### src/rtl/fifo_flagged.sv
// Synchronous FIFO with occupancy count, almost-full/almost-empty thresholds,
// sticky overflow/underflow flags and an optional first-word-fall-through read port.
module fifo_flagged #(
  parameter int DATA_WIDTH = 16,
  parameter int DEPTH      = 16,
  parameter int AF_LEVEL   = 14,
  parameter int AE_LEVEL   = 2,
  parameter int FWFT       = 0,
  localparam int CW        = $clog2(DEPTH) + 1
) (
  input  logic                  clk,
  input  logic                  rst,
  input  logic                  fifo_write,
  input  logic                  fifo_read,
  input  logic [DATA_WIDTH-1:0] fifo_data_in,
  input  logic                  err_clr,
  output logic [DATA_WIDTH-1:0] fifo_data_out,
  output logic                  fifo_full,
  output logic                  fifo_empty,
  output logic                  fifo_almost_full,
  output logic                  fifo_almost_empty,
  output logic [CW-1:0]         fifo_count,
  output logic                  fifo_overflow,
  output logic                  fifo_underflow
);
  localparam int AW = CW - 1;

  if (DEPTH < 4 || (DEPTH & (DEPTH - 1)) != 0 ||
      !(AE_LEVEL > 0 && AE_LEVEL < AF_LEVEL && AF_LEVEL < DEPTH)) begin : g_bad_params
    $error("fifo_flagged: illegal DEPTH/AF_LEVEL/AE_LEVEL combination");
  end

  logic [DATA_WIDTH-1:0] mem [DEPTH];
  logic [AW-1:0]         wr_ptr_q, wr_ptr_d, rd_ptr_q, rd_ptr_d;
  logic [CW-1:0]         cnt_q, cnt_d;
  logic                  ovf_q, ovf_d, unf_q, unf_d;
  logic                  wr_acc, rd_acc;

  assign fifo_full         = (cnt_q == CW'(DEPTH));
  assign fifo_empty        = (cnt_q == '0);
  assign fifo_almost_full  = (cnt_q >= CW'(AF_LEVEL));
  assign fifo_almost_empty = (cnt_q <= CW'(AE_LEVEL));
  assign fifo_count        = cnt_q;
  assign fifo_overflow     = ovf_q;
  assign fifo_underflow    = unf_q;

  // Full rejects the write and empty rejects the read, so a simultaneous
  // request at either extreme degrades to the single legal operation.
  assign wr_acc = fifo_write && !fifo_full;
  assign rd_acc = fifo_read  && !fifo_empty;

  always_comb begin
    wr_ptr_d = wr_ptr_q;
    rd_ptr_d = rd_ptr_q;
    cnt_d    = cnt_q;
    if (wr_acc) wr_ptr_d = wr_ptr_q + 1'b1;
    if (rd_acc) rd_ptr_d = rd_ptr_q + 1'b1;
    case ({wr_acc, rd_acc})
      2'b10:   cnt_d = cnt_q + 1'b1;
      2'b01:   cnt_d = cnt_q - 1'b1;
      default: cnt_d = cnt_q;
    endcase
    // set beats clear when both land on the same edge
    ovf_d = (fifo_write && fifo_full)  ? 1'b1 : (err_clr ? 1'b0 : ovf_q);
    unf_d = (fifo_read  && fifo_empty) ? 1'b1 : (err_clr ? 1'b0 : unf_q);
  end

  always_ff @(posedge clk or negedge rst) begin
    if (!rst) begin
      wr_ptr_q <= '0;
      rd_ptr_q <= '0;
      cnt_q    <= '0;
      ovf_q    <= 1'b0;
      unf_q    <= 1'b0;
    end else begin
      wr_ptr_q <= wr_ptr_d;
      rd_ptr_q <= rd_ptr_d;
      cnt_q    <= cnt_d;
      ovf_q    <= ovf_d;
      unf_q    <= unf_d;
    end
  end

  always_ff @(posedge clk) begin
    if (wr_acc) mem[wr_ptr_q] <= fifo_data_in;
  end

  if (FWFT != 0) begin : g_fwft
    assign fifo_data_out = fifo_empty ? '0 : mem[rd_ptr_q];
  end else begin : g_std
    logic [DATA_WIDTH-1:0] dout_q;
    always_ff @(posedge clk or negedge rst) begin
      if (!rst)        dout_q <= '0;
      else if (rd_acc) dout_q <= mem[rd_ptr_q];
    end
    assign fifo_data_out = dout_q;
  end
endmodule
### config.mk
export PLATFORM = sky130hd
export DESIGN_NAME = fifo_flagged
export DESIGN_NICKNAME = d
export VERILOG_FILES = /design/src/rtl/fifo_flagged.sv
export SDC_FILE = /design/constraint.sdc
export NUM_CORES = 1
export LEC_CHECK = 0
export ABC_CLOCK_PERIOD_IN_PS = 6600
export CORE_ASPECT_RATIO = 1.2
export CORE_MARGIN = 4
export CORE_UTILIZATION = 49
export DETAILED_ROUTE_END_ITERATION = 10
export PLACE_DENSITY_LB_ADDON = 0.2
export SLEW_MARGIN = 20
export SYNTH_ARGS = -nofsm -noshare
export SYNTH_HDL_FRONTEND = slang
export SYNTH_SLANG_ARGS = --single-unit
### constraint.sdc
create_clock -name clk -period 6.6 [get_ports clk]
set_input_delay 0.66 -clock clk [delete_from_list [all_inputs] [get_ports clk]]
set_output_delay 0.66 -clock clk [all_outputs]
set_load 0.02 [all_outputs]
==> qor.txt, run 1 <==
========================================================================================
Global routing usage summed across all routing layers                              18.2%
Die Wd                                                                            146 um
Initial core utilization                                                           50.0%
Core box area                                                                  22500 um2
Tmin final                                                                       3.57 ns
Cells after synthesis                                                                542
Slew headroom                                                                      26.9%
Worst reg2reg setup slack                                                        3.03 ns
Category of the most critical setup path                                    register to register
Final weighted congestion in routability-driven placement                          0.776
Area growth syn-to-layout                                                          15.0%
Cell area power density                                                       431 nW/um2
Result of the run                                                           finished, final reports clean
Post-detailed-route via-to-cell ratio                                               5.94
Wire length after detailed routing                                              22800 um
Wire length per cell                                                             25.4 um
Static leakage                                                                0.00425 uW
Clock buffer count from CTS                                                           29
Number of cell rows                                                                   60
Flip-flop cell with the highest count after synthesis                           edfxtp_1
CTS H-Tree Depth                                                                       1
Setup Buffers After CTS                                                                0
Hold-fix buffers, CTS                                                                  0
Vias in the first global route                                                      5607
Cells resized by post-CTS repair                                                       0
Yosys Warn Count                                                                       0
Antenna violations before repair                                                       0
Detailed-route DRC error count                                                         0
Post-synth cell types                                                                 43
Actual transition at the worst max-transition pin                                1.10 ns
Final hold violation count                                                             0
Layout Nets                                                                          627
Post-synthesis sequential element count                                              287
Post-synthesis average cell area                                                20.8 um2
Maximum buffer depth of the clock tree                                                 3
Final setup fails                                                                      0
Final global-route overflow total                                                      0
Total via count after detailed routing                                              5322
EDFF count, synth                                                                    256
Drt pass-1 iters                                                                       4
Simple-gate share of the synthesized area                                          2.91%
Adder-cell share of the synthesized area                                           1.00%
Sink Count                                                                           287
Largest fanout on the critical path                                                   19
Hold crit path type                                                         primary input to asynchronous set/reset pin
Detailed placement HPWL                                                         13900 um
CP startpoint kind                                                              register
Required @ worst endpoint                                                        7.00 ns
Synthesized-area fraction occupied by ao, oa, aoi and oai cells                    2.89%
Share of layout cells above drive strength 1                                       23.5%
Register area share after synthesis                                                75.1%
Portion of the clock cycle consumed by the worst path in the final layout          54.1%
Maximum number of pins on one net before global-route repair                          53
Worst path arrival time                                                          3.97 ns
XOR/XNOR Fraction of Synth Area                                                   0.700%
Port bufs                                                                             47
Detailed router's first-iteration violation count                                    428
CTS root buffer                                                                clkbuf_16
Layout Skew                                                                   0.00934 ns
Boundary pin count                                                                    48
Unrepaired setup endpoints after global routing                                    false
Crit. End Element                                                               register
Post-route total power                                                           5580 uW
Async SR Flop Fraction                                                             10.8%
Clock-pin slew on the worst setup and hold paths                                 0.06 ns
Remaining antenna violation count after routing                                        0
Syn Nets                                                                             572
Max Transition Viols Final                                                             0
Max rail drop VDD                                                             0.000247 V
Most common cell after layout, fill and taps aside                              edfxtp_1
Global-route wire length before repair                                          35100 um
Most frequent cells in the layout                                           edfxtp_1 (256), mux4_2 (64), clkdlybuf4s50_1 (46)
Max Cap Violations                                                                     0
Main combinational cell family by area after synthesis                      multiplexers
TritonCTS clock tree                                                               built
Die outline area                                                               25500 um2
Die boundary height                                                               174 um
Ant diodes                                                                             0
Fmax                                                                           0.280 GHz
Multiplexer area fraction after synthesis                                          15.7%
Worst skew pair latency                                                          0.53 ns
Total negative slack                                                                0 ns
Post-Synthesis Cell Area                                                       11300 um2
========================================================================================
[cell type report]
class	count	area (um2)
fillers	1648	9570
flip-flops and latches	287	8470
multi-input cells	219	2680
clock buffers	40	807
repair buffers	53	510
well taps	279	349
clock inverters	11	106
inverters	7	28.8
[worst max-delay path, stage by stage, from the launching register on]
cell and delay [ns]:
dfrtp_1 0.50, or4_4 0.61, o21ai_4 0.57, inv_4 0.11
ha_1 0.35, xor2_1 0.19, ha_1 0.22, nor2b_1 0.14
o21ai_0 0.26, a21oi_1 0.12, nor4b_1 0.36
[where the power goes]
group | internal (uW) | leakage [uW] | switching [uW]
combinational | 733 | 0.00111 | 784
clock | 927 | 0.000451 | 647
sequential | 2240 | 0.00269 | 256
[per-stage QoR]
| stage | instance area (um2) | util, % | instances | setup WS [ns] | hold WS, ns |
|---|---|---|---|---|---|
| final | 12900 | 57.5 | 896 | 3.03 | 0.208 |
| after global placement | 12000 | 53.4 | 845 | 3.00 | 0.500 |
| after floorplan | 11300 | - | 542 | 3.56 | 0.364 |
| after detailed placement | 12000 | 53.4 | 845 | 2.87 | 0.480 |
| after CTS | 12900 | 57.5 | 896 | 3.08 | 0.219 |
| after global routing | 12900 | 57.5 | 896 | 2.78 | 0.251 |
[final timing paths]
check	start	endpoint	depth (start not counted)
max reg2reg	fifo_count[1]$_DFFE_PN0P_	fifo_count[4]$_DFFE_PN0P_	10
max	fifo_count[1]$_DFFE_PN0P_	fifo_count[4]$_DFFE_PN0P_	10
min	rst	fifo_overflow$_DFFE_PN0P_	1
max in group asynchronous	rst	rd_ptr_q[2]$_DFFE_PN0P_	1
min reg2reg	fifo_data_out[9]$_DFFE_PN0P_	fifo_data_out[9]$_DFFE_PN0P_	2
min in group clk	fifo_data_out[9]$_DFFE_PN0P_	fifo_data_out[9]$_DFFE_PN0P_	2
[synthesized netlist by cell type, types with 3 or more instances]
library cell / instances / area, um2
a21oi_1: 3 / 15.0
buf_1: 7 / 26.3
buf_2: 6 / 30.0
buf_6: 3 / 33.8
clkbuf_1: 12 / 45.0
dfrtp_1: 31 / 776
edfxtp_1: 256 / 7690
ha_1: 9 / 113
inv_1: 6 / 22.5
mux2i_1: 32 / 320
mux4_2: 64 / 1440
nand2_1: 31 / 116
nand2b_1: 3 / 18.8
nor2_1: 18 / 67.6
nor2b_1: 3 / 18.8
nor3_1: 4 / 20.0
o21ai_0: 4 / 20.0
o221ai_1: 7 / 61.3
o221ai_2: 9 / 135
xnor2_1: 6 / 52.6
xor2_1: 3 / 26.3
[state kept, by name, summed over array words and instances (netlist names)]
name and cells:
fifo_count 5, fifo_data_out 16, fifo_overflow 1, fifo_underflow 1
mem 256, rd_ptr_q 4, wr_ptr_q 4
[logic make-up after synthesis]
kind of cell    Yosys count
simple gates             71
fa+ha+maj                 9
xor+xnor                  9
buf+inv                  36
compound gates           33
flops                   287
mux                      97
[routing by layer]
metal / part of all wire, % / wire (um) / vias up / track usage [%]
met5: 0 / 0 / - / 0
met4: 1.8 / 408 / 0 / 4.12
met3: 4.1 / 945 / 28 / 2.45
met2: 51 / 11600 / 132 / 31.3
met1: 43 / 9800 / 2842 / 25.2
li1: - / - / 2320 / -
Power figures use the tool's default switching activity.
==> run 2: changes to the inputs <==
--- a/config.mk
+++ b/config.mk
@@ -5,7 +5,7 @@
 export SDC_FILE = /design/constraint.sdc
 export NUM_CORES = 1
 export LEC_CHECK = 0
-export ABC_CLOCK_PERIOD_IN_PS = 6600
+export ABC_CLOCK_PERIOD_IN_PS = 3050
 export CORE_ASPECT_RATIO = 1.2
 export CORE_MARGIN = 4
 export CORE_UTILIZATION = 49
==> constraint.sdc (replaced) <==
create_clock -name clk -period 3.05 [get_ports clk]
set_input_delay 0.305 -clock clk [delete_from_list [all_inputs] [get_ports clk]]
set_output_delay 0.305 -clock clk [all_outputs]
set_load 0.02 [all_outputs]
==> run 2 against run 1 <==
Register-to-register slack worse by 2.9 ns. Non-clock buffer count is 34 higher. Routed wire length is 3.5% higher. Highest routed layer unchanged. Hold slack better by 0.18 ns.
==> qor.txt, run 2 (synthesis results as in run 1) <==
========================================================================================
Static leakage                                                                0.00451 uW
Portion of the clock cycle consumed by the worst path in the final layout          95.5%
Remaining antenna violation count after routing                                        0
Detailed-route DRC error count                                                         0
Max Transition Viols Final                                                             0
Detailed placement HPWL                                                         14200 um
Met3 routed WL                                                                   1230 um
Result of the run                                                           finished, final reports clean
Worst r2r path cells                                                                  10
Max rail drop VDD                                                             0.000542 V
WP depth                                                                              10
CP startpoint kind                                                              register
Required @ worst endpoint                                                        3.47 ns
Maximum buffer depth of the clock tree                                                 3
Post-route worst setup slack                                                    0.138 ns
Area growth syn-to-layout                                                          19.1%
Global routing usage summed across all routing layers                              18.7%
Wire length per cell                                                             25.3 um
Routed wire length on met2                                                      12100 um
Flop pwr share                                                                     41.4%
Sink Count                                                                           287
Unrepaired setup endpoints after global routing                                    false
Total negative slack                                                                0 ns
Die boundary height                                                               174 um
Hold crit path type                                                         primary input to register
Total via count after detailed routing                                              5455
CTS root buffer                                                                clkbuf_16
Boundary pin count                                                                    48
Clock buffer count from CTS                                                           29
Largest fanout on the critical path                                                   10
Slew headroom                                                                      41.8%
Final setup fails                                                                      0
Detailed router's first-iteration violation count                                    436
NetSw                                                                            3700 uW
Wire length after detailed routing                                              23600 um
TritonCTS clock tree                                                               built
Post-route total power                                                          12700 uW
Final hold violation count                                                             0
Drt pass-1 iters                                                                       4
Most frequent cells in the layout                                           edfxtp_1 (256), mux4_2 (64), clkdlybuf4s50_1 (46)
Combinational share of power                                                       28.2%
Worst reg2reg setup slack                                                        0.14 ns
Register with the highest flop count                                                 mem
Post-detailed-route via-to-cell ratio                                               5.85
Final global-route overflow total                                                      0
Part of the power in the clock network                                             30.4%
Global-route wire length before repair                                          36100 um
Port bufs                                                                             47
Worst r2r src                                                               fifo_count[0]$_DFFE_PN0P_
Final weighted congestion in routability-driven placement                          0.808
Worst skew pair latency                                                          0.54 ns
Maximum number of pins on one net before global-route repair                          66
Initial core utilization                                                           50.0%
Actual transition at the worst max-transition pin                               0.872 ns
Peak per-stage delay on the critical path                                        0.57 ns
R2R Path End                                                                fifo_count[4]$_DFFE_PN0P_
Internal power consumption                                                       9000 uW
Worst path arrival time                                                          3.33 ns
Clock-pin slew on the worst setup and hold paths                                 0.06 ns
Die Wd                                                                            146 um
Tmin final                                                                       2.91 ns
Category of the most critical setup path                                    register to register
Vias in the first global route                                                      5900
Wire length on met1                                                              9620 um
Pre-CTS setup slack                                                             0.117 ns
Layout Skew                                                                    0.0149 ns
Crit-path slowest cell                                                             or4_4
Combined buffer and inverter count along the critical path                             1
Ant diodes                                                                             0
Layout Nets                                                                          661
Cell area power density                                                       946 nW/um2
CTS H-Tree Depth                                                                       1
Share of layout cells above drive strength 1                                       28.7%
Fmax                                                                           0.343 GHz
Max reg flops                                                                        256
Cell family contributing the most delay on the critical path                simple AND/OR/NAND/NOR gates
Setup Buffers After CTS                                                                0
Max Cap Violations                                                                     0
Number of cell rows                                                                   60
Crit. End Element                                                               register
Core box area                                                                  22500 um2
Capturing element of the worst setup path                                   fifo_count[4]$_DFFE_PN0P_
Most common cell after layout, fill and taps aside                              edfxtp_1
Highest routed metal layer                                                          met4
Die outline area                                                               25500 um2
Cell Chain, Critical Path                                                   or4_4 > o21ai_4 > inv_4 > ha_2 > xor2_1 > ha_1 > nor2b_1 > o21ai_0 > a21oi_1 > nor4b_1
Antenna violations before repair                                                       0
Worst setup path startpoint                                                 fifo_count[0]$_DFFE_PN0P_
Net switching fraction of the power                                                29.1%
========================================================================================
run 2: cell count changes in the layout (fill, tap and decap cells not counted), sizes merged:
cell,previous run,this run
dlygate4sd3,0,1
clkinvlp,0,2
inv,8,9
clkbuf,40,35
bufinv,2,7
buf,7,40
run 2: how the worst min path moves through the flow:
stage               startpoint  cells past startpoint                          to  slack [ns]
floorplan                  rst                      0   fifo_count[0]$_DFFE_PN0P_       0.009
finish                 err_clr                      3   fifo_overflow$_DFFE_PN0P_        0.39
global placement           rst                      1  fifo_underflow$_DFFE_PN0P_        0.43
global route           err_clr                      3   fifo_overflow$_DFFE_PN0P_        0.38
CTS                    err_clr                      3   fifo_overflow$_DFFE_PN0P_        0.38
detailed placement         rst                      1   fifo_overflow$_DFFE_PN0P_        0.46
run 2: routing by layer:
layer / track usage (%) / vias up
met5: 0 / -
met4: 4.71 / 0
met3: 2.92 / 52
met2: 32.4 / 165
met1: 25.1 / 2850
li1: - / 2388
run 2: worst register-to-register path, stage by stage (launching register included):
cell	delay, ns
dfrtp_1	0.46
or4_4	0.58
o21ai_4	0.18
inv_4	0.08
ha_2	0.25
xor2_1	0.17
ha_1	0.21
nor2b_1	0.14
o21ai_0	0.29
a21oi_1	0.13
nor4b_1	0.32
run 2: cell type report:
class                           count  area, um2
Fill cell                        1614       9100
Sequential cell                   287       8470
Multi-Input combinational cell    219       2670
Timing Repair Buffer               87        843
Clock buffer                       35        778
Tap cell                          279        349
Clock inverter                     19        280
Inverter                            7       28.8
run 2: what timing repair did:
item / in CTS / in global routing
endpoints found under the hold margin: 31 / 0
resized for setup: 0 / 1
hold buffers: 1 / 0
setup endpoints to repair: 0 / 1
run 2: per-stage QoR:
step | hold slack, ns | utilization [%] | cell area [um2] | cells
after floorplan | 0.00941 | - | 11300 | 542
after global placement | 0.432 | 54.8 | 12300 | 878
after detailed placement | 0.461 | 54.8 | 12300 | 878
after CTS | 0.381 | 59.6 | 13400 | 933
after global routing | 0.380 | 59.6 | 13400 | 933
final | 0.389 | 59.6 | 13400 | 933
run 2: power by group through the flow:
stage                     Clock (uW)  Combinational, uW  Sequential [uW]
after floorplan                    0               2380             5240
after global placement             0               3590             5300
after detailed placement           0               3630             5330
after CTS                       3920               3650             5260
after global routing            4110               3850             5310
final                           3860               3580             5250
==> run 3: changes to the inputs <==
--- a/config.mk
+++ b/config.mk
@@ -7,8 +7,8 @@
 export LEC_CHECK = 0
 export ABC_CLOCK_PERIOD_IN_PS = 3050
 export CORE_ASPECT_RATIO = 1.2
-export CORE_MARGIN = 4
 export CORE_UTILIZATION = 49
+export CTS_CLUSTER_DIAMETER = 40
 export DETAILED_ROUTE_END_ITERATION = 10
 export PLACE_DENSITY_LB_ADDON = 0.2
 export SLEW_MARGIN = 20
==> run 3 against run 2 <==
Clock power down 2%. Non-clock buffer count down 5. Register-to-register slack better by 0.08 ns. Routed wire length up 0.85%. Setup slack better by 0.077 ns. First-iteration DRC count up 4.6%. Hold slack better by 0.010 ns. Count of clock-buffer cells in the layout down 1. Die area down 7.4%. Combinational power down 1%. Largest cell class unchanged.
==> qor.txt, run 3 (synthesis results as in run 1) <==
========================================================================================
Result of the run                                                           finished, final reports clean
Crit. End Element                                                               register
Boundary pin count                                                                    48
Largest fanout on the critical path                                                   10
Global-route wire length before repair                                          36100 um
Filler Cell Count                                                                   1630
Global routing usage summed across all routing layers                              21.3%
Vias in the first global route                                                      5790
Clock-pin slew on the worst setup and hold paths                                 0.06 ns
Part of the power in the clock network                                             30.0%
Area growth syn-to-layout                                                          19.1%
Portion of the clock cycle consumed by the worst path in the final layout          93.0%
CP startpoint kind                                                              register
Port bufs                                                                             47
Flop pwr share                                                                     41.9%
Worst reg2reg setup slack                                                        0.22 ns
Tmin final                                                                       2.83 ns
Actual transition at the worst max-transition pin                               0.896 ns
Wire length per cell                                                             25.5 um
Layout Nets                                                                          658
Combinational share of power                                                       28.1%
Remaining antenna violation count after routing                                        0
Clock buffer count from CTS                                                           31
Internal power consumption                                                       8810 uW
Drt pass-1 iters                                                                       5
Share of layout cells above drive strength 1                                       28.0%
Initial core utilization                                                           50.0%
Most common cell after layout, fill and taps aside                              edfxtp_1
TritonCTS clock tree                                                               built
Layout Skew                                                                   0.00968 ns
Post-detailed-route via-to-cell ratio                                               5.89
Final global-route overflow total                                                      0
Unrepaired setup endpoints after global routing                                    false
Total via count after detailed routing                                              5487
Maximum buffer depth of the clock tree                                                 3
Category of the most critical setup path                                    register to register
Detailed-route DRC error count                                                         0
Detailed router's first-iteration violation count                                    456
Hold crit path type                                                         primary input to register
Max Cap Violations                                                                     0
NetSw                                                                            3770 uW
Wire length after detailed routing                                              23800 um
Most frequent cells in the layout                                           edfxtp_1 (256), mux4_2 (64), clkdlybuf4s50_1 (46)
Die Wd                                                                            140 um
Number of cell rows                                                                   60
Required @ worst endpoint                                                        3.49 ns
Detailed placement HPWL                                                         14000 um
Net switching fraction of the power                                                30.0%
Die outline area                                                               23600 um2
Total negative slack                                                                0 ns
Max reg flops                                                                        256
Worst path arrival time                                                          3.27 ns
Antenna violations before repair                                                       0
Setup Buffers After CTS                                                                0
Worst skew pair latency                                                          0.56 ns
Slew headroom                                                                      40.3%
Ant diodes                                                                             0
Maximum number of pins on one net before global-route repair                          67
Core box area                                                                  22500 um2
Static leakage                                                                0.00448 uW
Combined area of the multi-input logic cells                                    2670 um2
Max rail drop VDD                                                             0.000573 V
Cell area power density                                                       938 nW/um2
CTS H-Tree Depth                                                                       1
Final hold violation count                                                             0
Max Transition Viols Final                                                             0
CTS root buffer                                                                clkbuf_16
Final setup fails                                                                      0
Fmax                                                                           0.353 GHz
Sink Count                                                                           287
Area of all sequential standard cells                                           8470 um2
Die boundary height                                                               168 um
Register with the highest flop count                                                 mem
Area of all placed cells without fillers                                       13400 um2
Area of placed instances                                                       12300 um2
Final weighted congestion in routability-driven placement                          0.823
========================================================================================
-- run 3: cell types whose count changed in the layout (fill, tap and decap cells not counted), moves of 3 or more --
cell / change
buf_12: +3
buf_4: -8
bufinv_16: -3
clkinv_1: +5
clkinv_2: -4
clkinv_4: +3
-- run 3: final cells by class --
cell class | instances | area share [%]
multi-input combinational | 219 | 19.9
clock buffer | 34 | 5.94
timing repair buffer | 82 | 6.29
clock inverter | 24 | 1.91
tap | 279 | 2.60
sequential | 287 | 63.1
inverter | 7 | 0.215
-- run 3: metal layers --
metal / vias to the layer above / share of wire, % / global-route usage, %
li1: 2399 / - / -
met1: 2902 / 42 / 28.5
met2: 153 / 51 / 36.3
met3: 33 / 4.7 / 2.76
met4: 0 / 2.6 / 7.26
met5: - / 0 / 0
-- run 3: worst max-delay path: stages (launching register included) --
cell and delay [ns]:
dfrtp_1 0.48, or4_4 0.58, o21ai_4 0.18, inv_4 0.07, ha_2 0.25, xor2_1 0.16
ha_1 0.22, o211a_1 0.25, o21ai_0 0.13, o41ai_1 0.09, nor4b_1 0.30
-- run 3: repair_timing --
action                                  in CTS  in global routing
resized for setup                            0                  2
hold endpoints to repair                    31                  0
hold buffers                                 1                  0
endpoints found under the setup margin       0                  1
-- run 3: worst paths after layout --
kind,from,to,cells after the start
max in group asynchronous,rst,rd_ptr_q[2]$_DFFE_PN0P_,2
hold / removal,err_clr,fifo_overflow$_DFFE_PN0P_,3
setup / recovery,fifo_count[0]$_DFFE_PN0P_,fifo_count[4]$_DFFE_PN0P_,10
min in group asynchronous,rst,fifo_underflow$_DFFE_PN0P_,2
setup reg to reg,fifo_count[0]$_DFFE_PN0P_,fifo_count[4]$_DFFE_PN0P_,10
hold reg to reg,fifo_data_out[11]$_DFFE_PN0P_,fifo_data_out[11]$_DFFE_PN0P_,2
-- run 3: power by group through the flow --
stage | registers, uW | clock network (uW) | logic, uW
6_report | 5270 | 3780 | 3540
2_1_floorplan | 5240 | 0 | 2380
4_1_cts | 5280 | 3830 | 3620
3_3_place_gp | 5310 | 0 | 3540
3_5_place_dp | 5350 | 0 | 3600
5_1_grt | 5330 | 3970 | 3820
-- run 3: stage by stage --
step	hold WS [ns]	total power, uW	setup WS (ns)	util (%)	std cells
floorplan	0.00941	7620	0.0102	-	542
CTS	0.388	12700	0.0983	59.6	932
finish	0.399	12600	0.215	59.6	932
global placement	0.467	8850	0.215	54.8	873
detailed placement	0.478	8950	0.116	54.8	873
global route	0.404	13100	0.0790	59.6	932
